==> config.mk <==
export PLATFORM = sky130hd
export DESIGN_NAME = codec_serial_responder_flat
export DESIGN_NICKNAME = d
export VERILOG_FILES = /design/src/rtl/codec_serial_responder_pkg.sv /design/src/rtl/codec_serial_responder_if.sv /design/src/rtl/codec_serial_responder_sync_edge_det.sv /design/src/rtl/codec_serial_responder.sv /design/src/flat_wrapper.sv
export SDC_FILE = /design/constraint.sdc
export NUM_CORES = 1
export LEC_CHECK = 0
export CORE_ASPECT_RATIO = 0.6
export CORE_UTILIZATION = 55
export DETAILED_ROUTE_END_ITERATION = 16
export GPL_TIMING_DRIVEN = 1
export PLACE_DENSITY_LB_ADDON = 0.05
export SETUP_SLACK_MARGIN = 0.4
export SYNTH_ARGS = -nofsm -noshare
export SYNTH_HDL_FRONTEND = slang
export SYNTH_SLANG_ARGS = --single-unit
==> constraint.sdc <==
create_clock -name clk -period 3.9 [get_ports clk]
set_clock_uncertainty 0.2 [all_clocks]
set_input_delay 0.39 -clock clk [delete_from_list [all_inputs] [get_ports clk]]
set_output_delay 0.39 -clock clk [all_outputs]
set_load 0.01 [all_outputs]
==> src/rtl/codec_serial_responder_pkg.sv <==
// codec_pkg: shared constants and types for the codec serial-port responder.
//   DATA_W  - sample width in bits
//   SLOT_W  - SCLK periods per LRCLK half-frame
//   MSB_POS - bit-count position carrying the sample MSB (I2S one-bit delay)
//   LSB_POS - bit-count position carrying the sample LSB
//   state_t - responder state: SYNC until the first LRCLK edge, then SLOT
package codec_pkg;

   localparam int unsigned DATA_W  = 24;
   localparam int unsigned SLOT_W  = 32;
   localparam int unsigned MSB_POS = 1;
   localparam int unsigned LSB_POS = MSB_POS + DATA_W - 1;

   typedef enum logic {
      SYNC,
      SLOT
   } state_t;

endpackage

==> src/rtl/codec_serial_responder_if.sv <==
// codec_serial_responder_if: the four-wire I2S link between the codec
// interface (master) and the codec or its stand-in (slave).
//   LRCLK - frame clock, low = left slot, high = right slot (master drives)
//   SCLK  - bit clock (master drives)
//   SDin  - serial DAC data toward the codec (master drives)
//   SDout - serial ADC data toward the master (slave drives)
interface codec_serial_responder_if;

   logic LRCLK;
   logic SCLK;
   logic SDin;
   logic SDout;

   modport master (
      output LRCLK,
      output SCLK,
      output SDin,
      input  SDout
   );

   modport slave (
      input  LRCLK,
      input  SCLK,
      input  SDin,
      output SDout
   );

endinterface

==> src/rtl/codec_serial_responder_sync_edge_det.sv <==
// sync_edge_det: two-flop synchronizer for a master-generated clock line,
// followed by a third stage used to produce registered one-clk edge pulses.
//   clk  - system clock
//   rst  - synchronous active-high reset (clears the pulse outputs)
//   d    - asynchronous-domain input line
//   rise - one-clk pulse, 3 clk after d rises
//   fall - one-clk pulse, 3 clk after d falls
module sync_edge_det (
   input  logic clk,
   input  logic rst,
   input  logic d,
   output logic rise,
   output logic fall
);

   logic [2:0] sr;

   // The shift stages free-run through reset so they already hold the real
   // line level at release; resetting them to 0 would fake an edge whenever
   // the line idles high.
   always_ff @(posedge clk) begin
      sr <= {sr[1:0], d};
      if (rst) begin
         rise <= 1'b0;
         fall <= 1'b0;
      end else begin
         rise <= sr[1] & ~sr[2];
         fall <= ~sr[1] & sr[2];
      end
   end

endmodule

==> src/rtl/codec_serial_responder.sv <==
// codec_serial_responder: slave end of the codec I2S link. Follows the
// master's LRCLK/SCLK, shifts tx_lft/tx_rht out on SDout (MSB first, one-bit
// delay) and captures SDin words into rx_lft/rx_rht.
//   clk, rst        - system clock, synchronous active-high reset
//   bus (slave)     - LRCLK, SCLK, SDin in; SDout out
//   tx_lft, tx_rht  - samples to transmit, latched on each LRCLK edge
//   rx_lft, rx_rht  - last captured left/right samples
//   rx_vld          - one-clk pulse, 1 clk after a left/right pair completes
//   frm_err         - sticky: LRCLK edge at a bad slot position
module codec_serial_responder #(
   parameter int unsigned DATA_W = codec_pkg::DATA_W,
   parameter int unsigned SLOT_W = codec_pkg::SLOT_W
) (
   input  logic                  clk,
   input  logic                  rst,
   codec_serial_responder_if.slave bus,
   input  logic [DATA_W-1:0]     tx_lft,
   input  logic [DATA_W-1:0]     tx_rht,
   output logic [DATA_W-1:0]     rx_lft,
   output logic [DATA_W-1:0]     rx_rht,
   output logic                  rx_vld,
   output logic                  frm_err
);

   import codec_pkg::*;

   localparam int unsigned CNT_W = $clog2(SLOT_W);
   localparam logic [CNT_W-1:0] FIRST_CNT = CNT_W'(MSB_POS);
   localparam logic [CNT_W-1:0] LAST_BIT  = CNT_W'(MSB_POS + DATA_W - 1);
   localparam logic [CNT_W-1:0] LAST_CNT  = CNT_W'(SLOT_W - 1);

   logic lr_rise, lr_fall, lr_edge;
   logic sclk_rise, sclk_fall;
   logic [1:0] sdin_sr;
   logic sdin_s;

   state_t            state;
   logic [CNT_W-1:0]  bcnt;
   logic [CNT_W-1:0]  bcnt_nx;
   logic [DATA_W-1:0] tx_sh;
   logic [DATA_W-2:0] rx_sh;
   logic [DATA_W-1:0] rx_word;
   logic              slot_rht;
   logic              have_lft;
   logic              vld_pend;

   sync_edge_det u_lr_det (
      .clk  (clk),
      .rst  (rst),
      .d    (bus.LRCLK),
      .rise (lr_rise),
      .fall (lr_fall)
   );

   sync_edge_det u_sclk_det (
      .clk  (clk),
      .rst  (rst),
      .d    (bus.SCLK),
      .rise (sclk_rise),
      .fall (sclk_fall)
   );

   always_ff @(posedge clk) begin
      sdin_sr <= {sdin_sr[0], bus.SDin};
   end

   assign sdin_s  = sdin_sr[1];
   assign lr_edge = lr_rise | lr_fall;
   assign bcnt_nx = bcnt + CNT_W'(1);
   assign rx_word = {rx_sh, sdin_s};

   function automatic logic in_data(input logic [CNT_W-1:0] c);
      return (c >= FIRST_CNT) && (c <= LAST_BIT);
   endfunction

   always_ff @(posedge clk) begin
      if (rst) begin
         state     <= SYNC;
         bcnt      <= '0;
         tx_sh     <= '0;
         rx_sh     <= '0;
         slot_rht  <= 1'b0;
         have_lft  <= 1'b0;
         vld_pend  <= 1'b0;
         bus.SDout <= 1'b0;
         rx_lft    <= '0;
         rx_rht    <= '0;
         rx_vld    <= 1'b0;
         frm_err   <= 1'b0;
      end else begin
         rx_vld   <= vld_pend;
         vld_pend <= 1'b0;
         case (state)
            SYNC: begin
               bus.SDout <= 1'b0;
               if (lr_edge) begin
                  state    <= SLOT;
                  bcnt     <= '0;
                  slot_rht <= lr_rise;
                  tx_sh    <= lr_rise ? tx_rht : tx_lft;
                  have_lft <= 1'b0;
               end
            end
            SLOT: begin
               // Receive first so a coincident LRCLK edge below overrides
               // the pairing flag.
               if (sclk_rise && in_data(bcnt)) begin
                  rx_sh <= rx_word[DATA_W-2:0];
                  if (bcnt == LAST_BIT) begin
                     if (slot_rht) begin
                        rx_rht   <= rx_word;
                        vld_pend <= have_lft;
                        have_lft <= 1'b0;
                     end else begin
                        rx_lft   <= rx_word;
                        have_lft <= 1'b1;
                     end
                  end
               end
               // LRCLK moves on an SCLK fall, so the edge takes precedence
               // and that fall becomes count 0.
               if (lr_edge) begin
                  bcnt      <= '0;
                  slot_rht  <= lr_rise;
                  tx_sh     <= lr_rise ? tx_rht : tx_lft;
                  bus.SDout <= 1'b0;
                  have_lft  <= lr_rise & have_lft & (bcnt == LAST_CNT);
                  if (bcnt != LAST_CNT) begin
                     frm_err <= 1'b1;
                  end
               end else if (sclk_fall) begin
                  bcnt <= bcnt_nx;
                  if (in_data(bcnt_nx)) begin
                     bus.SDout <= tx_sh[DATA_W-1];
                     tx_sh     <= {tx_sh[DATA_W-2:0], 1'b0};
                  end else begin
                     bus.SDout <= 1'b0;
                  end
               end
            end
            default: state <= SYNC;
         endcase
      end
   end

endmodule

==> src/flat_wrapper.sv <==
// flat-port wrapper written by rule: the top's interface ports become plain ports
module codec_serial_responder_flat import codec_pkg::*;
#(
   parameter int unsigned DATA_W = codec_pkg::DATA_W,
   parameter int unsigned SLOT_W = codec_pkg::SLOT_W
)
  (clk, rst, tx_lft, tx_rht, rx_lft, rx_rht, rx_vld, frm_err, bus_LRCLK, bus_SCLK, bus_SDin, bus_SDout);
  codec_serial_responder_if bus_i ();
  input  logic clk;
  input  logic rst;
  input  logic [DATA_W-1:0] tx_lft;
  input  logic [DATA_W-1:0] tx_rht;
  output logic [DATA_W-1:0] rx_lft;
  output logic [DATA_W-1:0] rx_rht;
  output logic rx_vld;
  output logic frm_err;
  input wire logic [$bits(bus_i.LRCLK)-1:0] bus_LRCLK;
  input wire logic [$bits(bus_i.SCLK)-1:0] bus_SCLK;
  input wire logic [$bits(bus_i.SDin)-1:0] bus_SDin;
  output wire logic [$bits(bus_i.SDout)-1:0] bus_SDout;
  assign bus_i.LRCLK = bus_LRCLK;
  assign bus_i.SCLK = bus_SCLK;
  assign bus_i.SDin = bus_SDin;
  assign bus_SDout = bus_i.SDout;
  codec_serial_responder #(.DATA_W(DATA_W), .SLOT_W(SLOT_W)) u_core (.clk(clk), .rst(rst), .bus(bus_i), .tx_lft(tx_lft), .tx_rht(tx_rht), .rx_lft(rx_lft), .rx_rht(rx_rht), .rx_vld(rx_vld), .frm_err(frm_err));
endmodule
Word-level counts from Yosys, hierarchy flattened
Cells that the tools add are included.

word-level totals
  register bits = 119
  bits of input ports = 53
  output and inout bits = 51
  logic and storage cells = 81

operators by class
  add/subtract/negate cells = 1
  magnitude comparators = 4
  equal/unequal tests = 8
  muxes and demuxes = 23
  bitwise operators = 15
  reduce and logical (&&, ||, !) cells = 11

operators by type and width
  kind                 count
  $mux 24              5
  $pmux 24 s2          1
  $mux 5               3
  $ne 3x2->1 const B   4
  $mux 1               11
  $eq 5x5->1 const B   2
  $ge 5x1->1 const B   2
  $le 5x5->1 const B   2
  $pmux 5 s2           1
  $reduce_and 3->1     3
  $not 1->1            8
  $reduce_and 4->1     2
  $and 1x1->1          6
  $add 5x1->5 const B  1
  $ne 5x5->1 const B   1
  $reduce_or 5->1      1
  $pmux 1 s2           2
  $reduce_and 2->1     2
  $logic_and 1x1->1    3
  $ne 2x1->1 const B   1
  $or 1x1->1           1

Longest topological paths before layout
  depth in word-level cells = 7
  mapped depth = 8
  depth with buffers taken out = 7

Hierarchy
A second synthesis with hierarchy kept.

unflattened totals
  cells, all modules = 570
  area total of the unflattened synthesis = 4921.0 um2

modules (own cells, without submodules)
  module                  times used  cells each  area each (um2)  seq. area each (um2)
  codec_serial_responder  1           556         4690.7           2182.1
  sync_edge_det           2           7           115.1            100.1

Worst setup path before layout
Ideal clock, no wire load.

  path kind = reg2reg
  start = reg u_core.bcnt[0]
  end = reg u_core.tx_sh[10]
  setup time = 0.072 ns
  data arrival time = 2.223 ns
  data required time = 3.628 ns
  path slack = 1.406 ns
  stages on the path, launching flop included = 9
  path buffers = 1
  period minus slack after synthesis = 2.494 ns
  cells stage by stage = dfxtp_1 > ha_1 > and3_1 > ha_1 > nor4b_1 > o211ai_1 > a31oi_4 > buf_12 > mux2i_1

on the way
  word-level cells in the longest chain between the ends = 5
  elaborated cells between the ends (all ways) = 6
  those cells by class = 1 x add/sub; 2 x order compare; 1 x eq/ne; 2 x reduce/logical

RTL lines
  what                                      RTL line                       source
  start: declaration                        codec_serial_responder.sv:38   logic [CNT_W-1:0] bcnt;
  start signal: assignment                  codec_serial_responder.sv:132  bcnt <= bcnt_nx;
  $add 5x1->5 *                             codec_serial_responder.sv:69   assign bcnt_nx = bcnt + CNT_W'(1);
  $ge 5x1->1 or $le 5x5->1 (tied branches)  codec_serial_responder.sv:73   return (c >= FIRST_CNT) && (c <= LAST_BIT);
  $logic_and 1x1->1 *                       codec_serial_responder.sv:73
  $ne 3x2->1 (no source line) *             -
  $reduce_and 3->1 (no source line) *       -
  end signal: assignment                    codec_serial_responder.sv:100  tx_sh <= lr_rise ? tx_rht : tx_lft;
  end signal: assignment                    codec_serial_responder.sv:125  tx_sh <= lr_rise ? tx_rht : tx_lft;
  end signal: assignment                    codec_serial_responder.sv:135  tx_sh <= {tx_sh[DATA_W-2:0], 1'b0};
  end: declaration                          codec_serial_responder.sv:40   logic [DATA_W-1:0] tx_sh;

Mark *: on every way between the ends. The rest lies on a longest branch, timed or not.
A chain may end at the register's enable or synchronous reset.

Final worst setup path
  start = reg u_core.bcnt[0]
  end = reg u_core.tx_sh[11]

The elaborated chain is that of the path after synthesis.

==> flow_summary.yaml <==
outcome:
  status: "completed"
min_path:
  hp-start: "u_core.u_lr_det.sr[0]$_DFF_P_"
  min_path_type: "reg2reg"
setup_path:
  slowest_delay_ns: 0.49
  required_ns: 4.02
  path_common_cell: "ha_1"
  critical_path_class: "reg2reg"
  critical_path.slowest_cell: "dfxtp_1"
  cpLargestDelayFamily: "adder cells"
  worstPathCellList: "ha_1, and3_1, ha_1, nor4b_1, o211ai_1, a31oi_4, buf_4, mux2i_1"
  cp.arrival_ns: 2.98
  startpoint_type: "register"
  crit_path_end_kind: "register"
  critPathMaxFanout: 24
  rr_startpoint: "u_core.bcnt[0]$_SDFFE_PP0P_"
  startpoint: "u_core.bcnt[0]$_SDFFE_PP0P_"
  cp_num_buf_inv: 1
layout:
  final_util_pct: 75.8
  fillers: 578
  multi_input_area_um2: 2250
  seqCellArea_um2: 2380
  stdcell_area_um2: 6490
  area.growth.synth_to_final_pct: 33.2
  final_cell_mix: "148 x nand2_1, 119 x dfxtp_1, 102 x clkdlybuf4s50_1"
  layout_commonest_cell: "nand2_1"
  final_layout_size_suffix_gt1_share_pct: 6.45
  fin_nets: 713
  diodes: 0
sta:
  finalHoldViolCount: 0
  slew_viol_final: 0
  period_share_pct: 73.2
  layout_setup_ws_ns: 1.04
  worstMarginPinSlew_ns: 1.31
  clock.fmax_mhz: 350
  finalSetupTns_ns: 0
  finalSetupViolations: 0
  rsz0062_at_grt: "no"
  period_needed_ns: 2.86
  slew_headroom_pct: 12.8
synthesis:
  synth_area_um2: 4870
  ys.flop_type: "dfxtp_1"
  synth-simple-area-share_pct: 18.4
  ys_seq_area_share_pct: 48.9
  synth-async-reset-ratio_pct: 0
  yosysWarnings: 0
  avgSynthCellArea_um2: 8.52
  synthMuxAreaShare_pct: 9.66
  synth_edf_count: 0
  synth_xor_area_share_pct: 0.539
  synth_top_family_by_area: "simple AND/OR/NAND/NOR gates"
  synth_cells: 572
  synth_cell_types: 40
  syn_nets: 630
  synth_compound_area_share_pct: 16.2
  yosys_register_bits: 119
  synth_fa_ha_area_share_pct: 1.28
die:
  die_area_um2: 9250
  die_y_um: 74.9
  initial_core_util_pct: 56.9
  die_x_um: 124
  rows: 26
  coreArea_um2: 8560
  ios: 104
drt:
  first_iter_violations: 432
  first_pass_iters: 5
  ant_nets: 0
  wl_per_cell_um: 15.0
  vias: 4306
  viasPerCell: 5.53
  routed_wl_um: 11700
  drc: 0
clocking:
  numClockSinks: 119
  post-cts-setup-buffer-count: 0
  cts-root-buf: "clkbuf_16"
  numCtsBuffers: 17
  clkTransAtPathRegs_ns: 0.05
  cts-htree-levels: 4
  clockBufferDepth: 2
  post_cts_resized: 0
  hold_buffers: 0
  clkLatencyLatePin_ns: 0.40
  cts_tree: "done"
pwr:
  p_leak_nw: 2.35
  powerDensity_nw_per_um2: 466
  max-vdd-ir-drop_mv: 0.390
  p_total_mw: 3.02
placement:
  port_buffers: 103
  place_ws_ns: 1.08
  dp_hpwl_um: 7420
  place_congestion: 0.768
  placed_area_um2: 5880
global_route:
  grt_pass1_wl_um: 18600
  overflow: 0
  grt_max_degree: 83
  grt_pass1_vias: 3860
  antenna_found_initial: 0
  track_usage_pct: 26.3
flow_run:
  maxCapViolations: 0
==> state kept, by name, summed over array words and instances (netlist names), 2 cells and up <==
signal                cells
u_core.u_lr_det.sr        3
u_core.sdin_sr            2
u_core.u_sclk_det.sr      3
u_core.rx_lft            24
u_core.rx_rht            24
u_core.bcnt               5
u_core.tx_sh             24
u_core.rx_sh             23
==> routing by layer <==
metal,GRT usage [%],vias up,routed length (µm)
li1,-,2126,-
met1,36.1,2028,5480
met2,41.5,140,5350
met3,5.91,12,723
met4,8.84,0,112
met5,0,-,0
==> synth_stat cells, drive strengths merged, types with 4 or more instances <==
master    n  area [µm²]
mux2i    47         470
a21oi    75         375
or3       5        31.3
nand3    27         135
a31oi     4        40.0
inv       9        33.8
nand2   148         556
nor2     10        37.5
nor3b     4        30.0
buf       9        80.1
o211ai   24         180
dfxtp   119        2380
clkbuf   36         135
o21ai    24         120
ha        5        62.6
==> power breakdown <==
part           internal, mW  switching [mW]
logic                0.0958          0.0853
registers              1.25          0.0199
clock network          1.06           0.513
total                  2.41           0.619
==> per-stage QoR <==
step	std cells	hold WS, ns
after floorplan	572	0.110
after global placement	748	0.111
after detailed placement	748	0.112
after CTS	779	0.124
after global routing	779	0.133
final	779	0.124
==> path summary, 6_finish.rpt <==
| path | to | slack (ns) | cells past startpoint |
|---|---|---|---|
| worst max-delay path | u_core.tx_sh[11]$_SDFFE_PP0P_ | 1.04 | 8 |
| worst min-delay path | u_core.u_lr_det.sr[1]$_DFF_P_ | 0.12 | 0 |
| worst min register to register | u_core.u_lr_det.sr[1]$_DFF_P_ | 0.12 | 0 |
| worst max register to register | u_core.tx_sh[11]$_SDFFE_PP0P_ | 1.04 | 8 |
==> final cells by class <==
| cell class | instances | area share (%) |
|---|---|---|
| clock inverter | 8 | 1.85 |
| clock buffer | 23 | 7.52 |
| multi-input combinational | 399 | 34.7 |
| sequential | 119 | 36.7 |
| inverter | 9 | 0.521 |
| tap | 112 | 2.16 |
| timing repair buffer | 109 | 16.5 |
==> cell families after synthesis <==
family                     after synthesis
DFF                                    119
AOI/OAI and AO/OA                      135
muxes                                   47
buffers and inverters                   54
and+or+nand+nor                        209
xor gates and xnor gates                 3
adders and majority gates                5
==> worst register-to-register path: cells and delay by family, from the launching register on <==
family                   cells  cell delay (ns)
adder cells (fa/ha/maj)      2             0.56
flip-flops                   1             0.49
AND/OR/NAND/NOR              2             0.46
AO/OA/AOI/OAI                2             0.42
buffers and inverters        1             0.39
multiplexers                 1             0.26
(Power assumes the default switching activity.)
